--- config.mk ---
export PLATFORM = sky130hd
export DESIGN_NAME = cmp_event_monitor
export DESIGN_NICKNAME = d
export VERILOG_FILES = /design/src/rtl/cmp_event_monitor.sv
export SDC_FILE = /design/constraint.sdc
export NUM_CORES = 1
export LEC_CHECK = 0
export CAP_MARGIN = 10
export CELL_PAD_IN_SITES_DETAIL_PLACEMENT = 1
export CELL_PAD_IN_SITES_GLOBAL_PLACEMENT = 2
export CORE_UTILIZATION = 34
export CTS_CLUSTER_DIAMETER = 150
export DETAILED_ROUTE_END_ITERATION = 7
export HOLD_SLACK_MARGIN = 0.1
export PLACE_DENSITY_LB_ADDON = 0.1
export SYNTH_ARGS = -nofsm -noshare
export SYNTH_HDL_FRONTEND = slang
export SYNTH_SLANG_ARGS = --single-unit
--- constraint.sdc ---
create_clock -name clk -period 4.7 [get_ports clk]
set_clock_uncertainty 0.05 [all_clocks]
set_input_delay 0.94 -clock clk [delete_from_list [all_inputs] [get_ports clk]]
set_output_delay 0.94 -clock clk [all_outputs]
set_load 0.005 [all_outputs]
--- src/rtl/cmp_event_monitor.sv ---
// Event monitor on the GT/EQ/LT verdict stream: a consecutive-sample filter with hysteresis
// drives a registered alarm level, a one-cycle rise pulse and a saturating rise counter.
module cmp_event_monitor #(
    parameter int CONFIRM = 4,
    parameter int CNT_W   = 8
) (
    input  logic             clk,
    input  logic             rst_n,
    input  logic             in_valid,
    input  logic             gt,
    input  logic             eq,
    input  logic             lt,
    input  logic             clear,
    output logic             alarm,
    output logic             event_pulse,
    output logic [CNT_W-1:0] event_count,
    output logic             err,
    output logic [1:0]       state
);

    typedef enum logic [1:0] {
        IDLE    = 2'd0,
        PEND_HI = 2'd1,
        HIGH    = 2'd2,
        PEND_LO = 2'd3
    } state_t;

    localparam logic [3:0] CONF = 4'(CONFIRM);

    state_t     st;
    logic [3:0] run_cnt;
    logic [1:0] n_hot;
    logic       smp_legal;
    logic       smp_illegal;
    logic       run_done;
    logic       cnt_full;

    always_comb begin
        n_hot       = {1'b0, gt} + {1'b0, eq} + {1'b0, lt};
        smp_legal   = in_valid && (n_hot == 2'd1);
        smp_illegal = in_valid && (n_hot != 2'd1);
        // run_cnt is 0 in IDLE and HIGH, so this also covers the CONFIRM=1 shortcut
        run_done    = (run_cnt + 4'd1) == CONF;
        cnt_full    = &event_count;
    end

    assign state = st;

    always_ff @(posedge clk or negedge rst_n) begin
        if (!rst_n) begin
            st          <= IDLE;
            run_cnt     <= 4'd0;
            alarm       <= 1'b0;
            event_pulse <= 1'b0;
            event_count <= '0;
            err         <= 1'b0;
        end else if (clear) begin
            st          <= IDLE;
            run_cnt     <= 4'd0;
            alarm       <= 1'b0;
            event_pulse <= 1'b0;
            event_count <= '0;
            err         <= 1'b0;
        end else begin
            event_pulse <= 1'b0;
            if (smp_illegal) begin
                err <= 1'b1;
            end else if (smp_legal) begin
                unique case (st)
                    IDLE, PEND_HI: begin
                        if (gt) begin
                            if (run_done) begin
                                st          <= HIGH;
                                run_cnt     <= 4'd0;
                                alarm       <= 1'b1;
                                event_pulse <= 1'b1;
                                if (!cnt_full) event_count <= event_count + CNT_W'(1);
                            end else begin
                                st      <= PEND_HI;
                                run_cnt <= run_cnt + 4'd1;
                            end
                        end else begin
                            st      <= IDLE;
                            run_cnt <= 4'd0;
                        end
                    end
                    HIGH, PEND_LO: begin
                        // Leaving the alarm needs a full run of lt; eq or gt resets the run
                        if (lt) begin
                            if (run_done) begin
                                st      <= IDLE;
                                run_cnt <= 4'd0;
                                alarm   <= 1'b0;
                            end else begin
                                st      <= PEND_LO;
                                run_cnt <= run_cnt + 4'd1;
                            end
                        end else begin
                            st      <= HIGH;
                            run_cnt <= 4'd0;
                        end
                    end
                    default: begin
                        st      <= IDLE;
                        run_cnt <= 4'd0;
                    end
                endcase
            end
        end
    end

endmodule

-- Word level (Yosys, flattened, before mapping)
Cells that the tools add are included.
- register bits: 17
- input port bits: 7
- word-level logic and storage cells: 74
- add/subtract/negate cells: 4
- equal/unequal tests: 12
- mux-type cells: 38
- reductions and logical operators: 14
- operator list (operator ; count):
    2-to-1 mux 8 bit ; 7
    2-to-1 mux 4 bit ; 6
    2-to-1 mux 1 bit ; 15
    2-to-1 mux 2 bit ; 7
    inequality test 3 bit, second input constant ; 4
    AND reduction 6 bit ; 2
    nonzero test 2 bit ; 5
    adder 8 x 1 -> 8 bit, second input constant ; 1
    case mux 4 bit (2 select lines) ; 1
    AND reduction 8 bit ; 1
    adder 4 x 1 -> 4 bit, second input constant ; 1
    equality test 2 x 1 -> 1 bit, second input constant ; 2
    equality test 2 bit, second input constant ; 2
    equality test 4 x 3 -> 1 bit, second input constant ; 1
    inequality test 2 bit, second input constant ; 2
    case mux 2 bit (2 select lines) ; 1
    OR reduction 2 bit ; 2
    adder 1 x 1 -> 2 bit ; 1
    adder 2 x 1 -> 2 bit ; 1
    logical AND 1 bit ; 2
    zero test 2 bit ; 1
    inequality test 2 x 1 -> 1 bit, second input constant ; 1
    case mux 1 bit (2 select lines) ; 1
    AND reduction 2 bit ; 1

-- Logic depth before layout (Yosys ltp)
- depth after elaboration: 8
- depth in mapped cells: 6
- mapped depth without buffers: 5

-- Worst setup path after synthesis
Ideal clock, no wire load.
- kind: input -> register
- start: input port gt
- end: register event_count[2]
- library setup time: 0.125 ns
- arrival time: 2.621 ns
- slack: 1.905 ns
- cell stages on the path: 5
- path through: fa_1 -> and3b_1 -> nand2_1 -> nor4b_1 -> mux2_2
- cells in the longest elaborated chain, start to end: 6
- elaborated cells between the ends (all ways): 10
- RTL lines (element ; line ; text):
    from (decl) ; 10 ; input logic gt,
    adder 1 x 1 -> 2 bit ; 39 ; n_hot = {1'b0, gt} + {1'b0, eq} + {1'b0, lt};
    adder 2 x 1 -> 2 bit ; 39 ;
    inequality test 2 x 1 -> 1 bit / equality test 2 x 1 -> 1 bit (equally long branches) ; 41, 40 ;
    logical AND 1 bit, on equally long branches ; 41, 40 ;
    inequality test 2 bit (no source line) / nonzero test 2 bit (equally long branches) ; n/a ;
    AND reduction 6 bit (no source line) * ; n/a ;
    to (signal assigned) ; 77 ; if (!cnt_full) event_count <= event_count + CNT_W'(1);
    to (decl) ; 16 ; output logic [CNT_W-1:0] event_count,
Mark *: on every way between the ends. The rest lies on a longest branch, timed or not.
A chain may end at the register's enable or synchronous reset.

-- Worst setup path after layout
Ends and elaborated chain as after synthesis.

==> flow_summary.yaml <==
status:
  status: "finished clean"
yosys:
  yosysWarnings: 0
  synth_top_flop_cell: "dfrtp_1"
  netlist_instances: 107
  avgSynthCellArea_sq_um: 10.0
  synth-edff-count: 0
  synthTopCellsByArea: "dfrtp_1, mux2_1, nor2b_1"
  netlist_area_sq_mm: 0.00107
  synth_top_area_cell: "dfrtp_1"
  syn_nets: 118
  synthArstFlopShare_pct: 100
  ys_seq_area_share_pct: 39.8
  synth_top_area_share_pct: 39.8
  yosysUniqueCellTypes: 37
  ys_ff_latch: 17
min_path:
  hold_depth: 2
  hp-start: "state[0]"
  worstHoldPathType: "flop to flop"
  hold-path-endpoint: "state[0]"
sta:
  slew_violations: 0
  fin_ws_ns: 1.57
  fin_setup_tns_ns: 0
  fmax_mhz: 320
  maxSlewHeadroom_pct: 37.6
  period_share_pct: 66.6
  min_period_ns: 3.13
  setup_viol_count_final: 0
  hold_viol: 0
  worst_pin_slew_ns: 0.933
  grt_setup_unrepaired: "no"
worst_setup_path:
  reg2reg_to: "event_count[2]"
  path_cells: "clkdlybuf4s50_1, fa_1, and3b_1, nand2_1, nor4b_1, mux2_2"
  critPathArrivalTime_ns: 3.28
  crit_type: "primary input to flop"
  reg2reg_slack_ns: 2.39
  cp.required_ns: 4.85
  crit_slowest_cell: "fa_1"
  endpoint_kind: "flop"
  worstSetupStartpointType: "primary input"
  ff2ff_path_depth: 5
  r2r-start: "run_cnt[0]"
  critical_path.max_fanout: 10
  critPathMaxStageDelay_ns: 0.59
floorplanning:
  die_width_um: 58.1
  die_y_um: 58.1
  initial_core_util_pct: 37.2
  die-area_sq_mm: 0.00337
  coreArea_sq_mm: 0.00288
  rows: 19
  io_pins: 20
finish:
  n_fill_cell: 324
  layout.area.seq_sq_um: 425
  multiInputGateArea_sq_um: 614
  fin_nets: 139
  area_growth_pct: 23.5
  final_cell_mix: "clkdlybuf4s50_1, dfrtp_1, nor2_1, nor2b_1, nand2b_1"
  fin_cells: 169
  mostFrequentLayoutCell: "clkdlybuf4s50_1"
  postLayoutCellArea_sq_mm: 0.00132
  n_antenna_cell: 0
  drive_gt1_share_pct: 10.2
job:
  max_cap_viol_count: 0
clocking:
  clock_latency_ns: 0.30
  cts.clk_slew.worst_paths_ns: 0.12
  cts_root_buf: "clkbuf_4"
  cts_tree: "done"
  htreeDepth: 1
  post-cts-setup-buffers: 0
  clk_path_buf_depth: 2
  clock-sinks: 17
  ctsHoldBuffers: 0
  cts_buffers: 3
  ctsResizeCount: 0
global_route:
  grt_max_degree: 27
  antenna_found_initial: 0
  grt_pass1_wl_um: 4480
  grt_pass1_vias: 915
  overflow: 0
  grtUsageTotal_pct: 17.6
placed_design:
  dpl.hpwl_um: 1820
  portBuffers: 19
  dp_worst_setup_slack_ns: 1.22
  placed_area_sq_mm: 0.00129
  dp.cells: 165
  gp_congestion: 0.837
drt:
  viasPerCell: 5.25
  wl_um: 2520
  vias: 887
  drtIter0Drc: 26
  route.detailed.drc: 0
  drt-pass1-iter-count: 4
  routedWlPerCell_um: 14.9
  ant_nets: 0
power_and_ir_drop:
  p_leak_nw: 0.543
  power_per_cell_area_mw_per_mm2: 199
  peakVddDrop_mv: 0.104
-- metal layers --
| layer | share of wire [%] | vias up | track usage, % | wire length [um] |
|---|---|---|---|---|
| met1 | 53 | 438 | 25.1 | 1330 |
| met5 | 0 | - | 0 | 0 |
| met4 | 2.3 | 0 | 6.80 | 59 |
| met3 | 2.7 | 8 | 3.13 | 67 |
| met2 | 42 | 16 | 26.4 | 1060 |
| li1 | - | 425 | - | - |
-- logic make-up (layout without fill, tap and decap cells) --
kind of cell | after synthesis | count (layout) | synth area share (%)
flops | 17 | 17 | 39.8
mux | 9 | 9 | 9.24
buf+inv | 6 | 26 | 2.81
fa+ha+maj | 4 | 4 | 5.38
simple gates | 52 | 52 | 31.1
compound gates | 19 | 19 | 11.7
-- worst max-delay path by stage --
stage	from	endpoint	cells past startpoint
final	gt	event_count[2]	6
after global routing	gt	event_count[2]	6
after CTS	gt	event_count[2]	6
after detailed placement	gt	event_count[2]	6
after global placement	gt	event_count[2]	6
after floorplan	gt	event_count[2]	5
-- critical path: cells and delay by family --
family | cells | cell delay, ns
buffers and inverters | 1 | 0.46
adders and majority gates | 1 | 0.59
and+or+nand+nor | 3 | 0.92
muxes | 1 | 0.37
-- Yosys cell counts (2+ instances only) --
| cell | instances |
|---|---|
| nor2b_1 | 8 |
| a21oi_1 | 5 |
| o31ai_1 | 2 |
| nor2_1 | 12 |
| nand4_1 | 2 |
| and3b_1 | 2 |
| nand2_1 | 5 |
| nand3_1 | 2 |
| dfrtp_1 | 17 |
| ha_1 | 3 |
| mux2i_1 | 2 |
| nor4_2 | 4 |
| mux2_1 | 6 |
| and3_1 | 2 |
| inv_1 | 3 |
| o21ai_0 | 5 |
| nand2b_1 | 7 |
-- stage by stage --
step	util (%)	power, mW	hold slack (ns)
CTS	45.9	0.266	0.460
floorplan	-	0.165	0.423
global placement	45.0	0.180	0.414
finish	45.9	0.263	0.461
global route	45.9	0.276	0.505
detailed placement	45.0	0.181	0.426
-- flip-flops by register name (all words and copies together) (netlist names) --
signal / cells
err: 1
event_count: 8
alarm: 1
run_cnt: 4
state: 2
event_pulse: 1
-- area by class of cell --
class / instances / area share, %
multi-input combinational: 84 / 46.5
sequential: 17 / 32.2
timing repair buffer: 19 / 14.4
tap: 42 / 3.98
clock buffer: 3 / 1.70
inverter: 3 / 0.852
clock inverter: 1 / 0.379
-- where the power goes --
part           total [mW]  switching, mW  internal, mW
clock network      0.0856         0.0539        0.0317
registers           0.149        0.00136         0.148
logic              0.0281         0.0161        0.0121
Note: power is estimated with default switching activity, not from simulation.
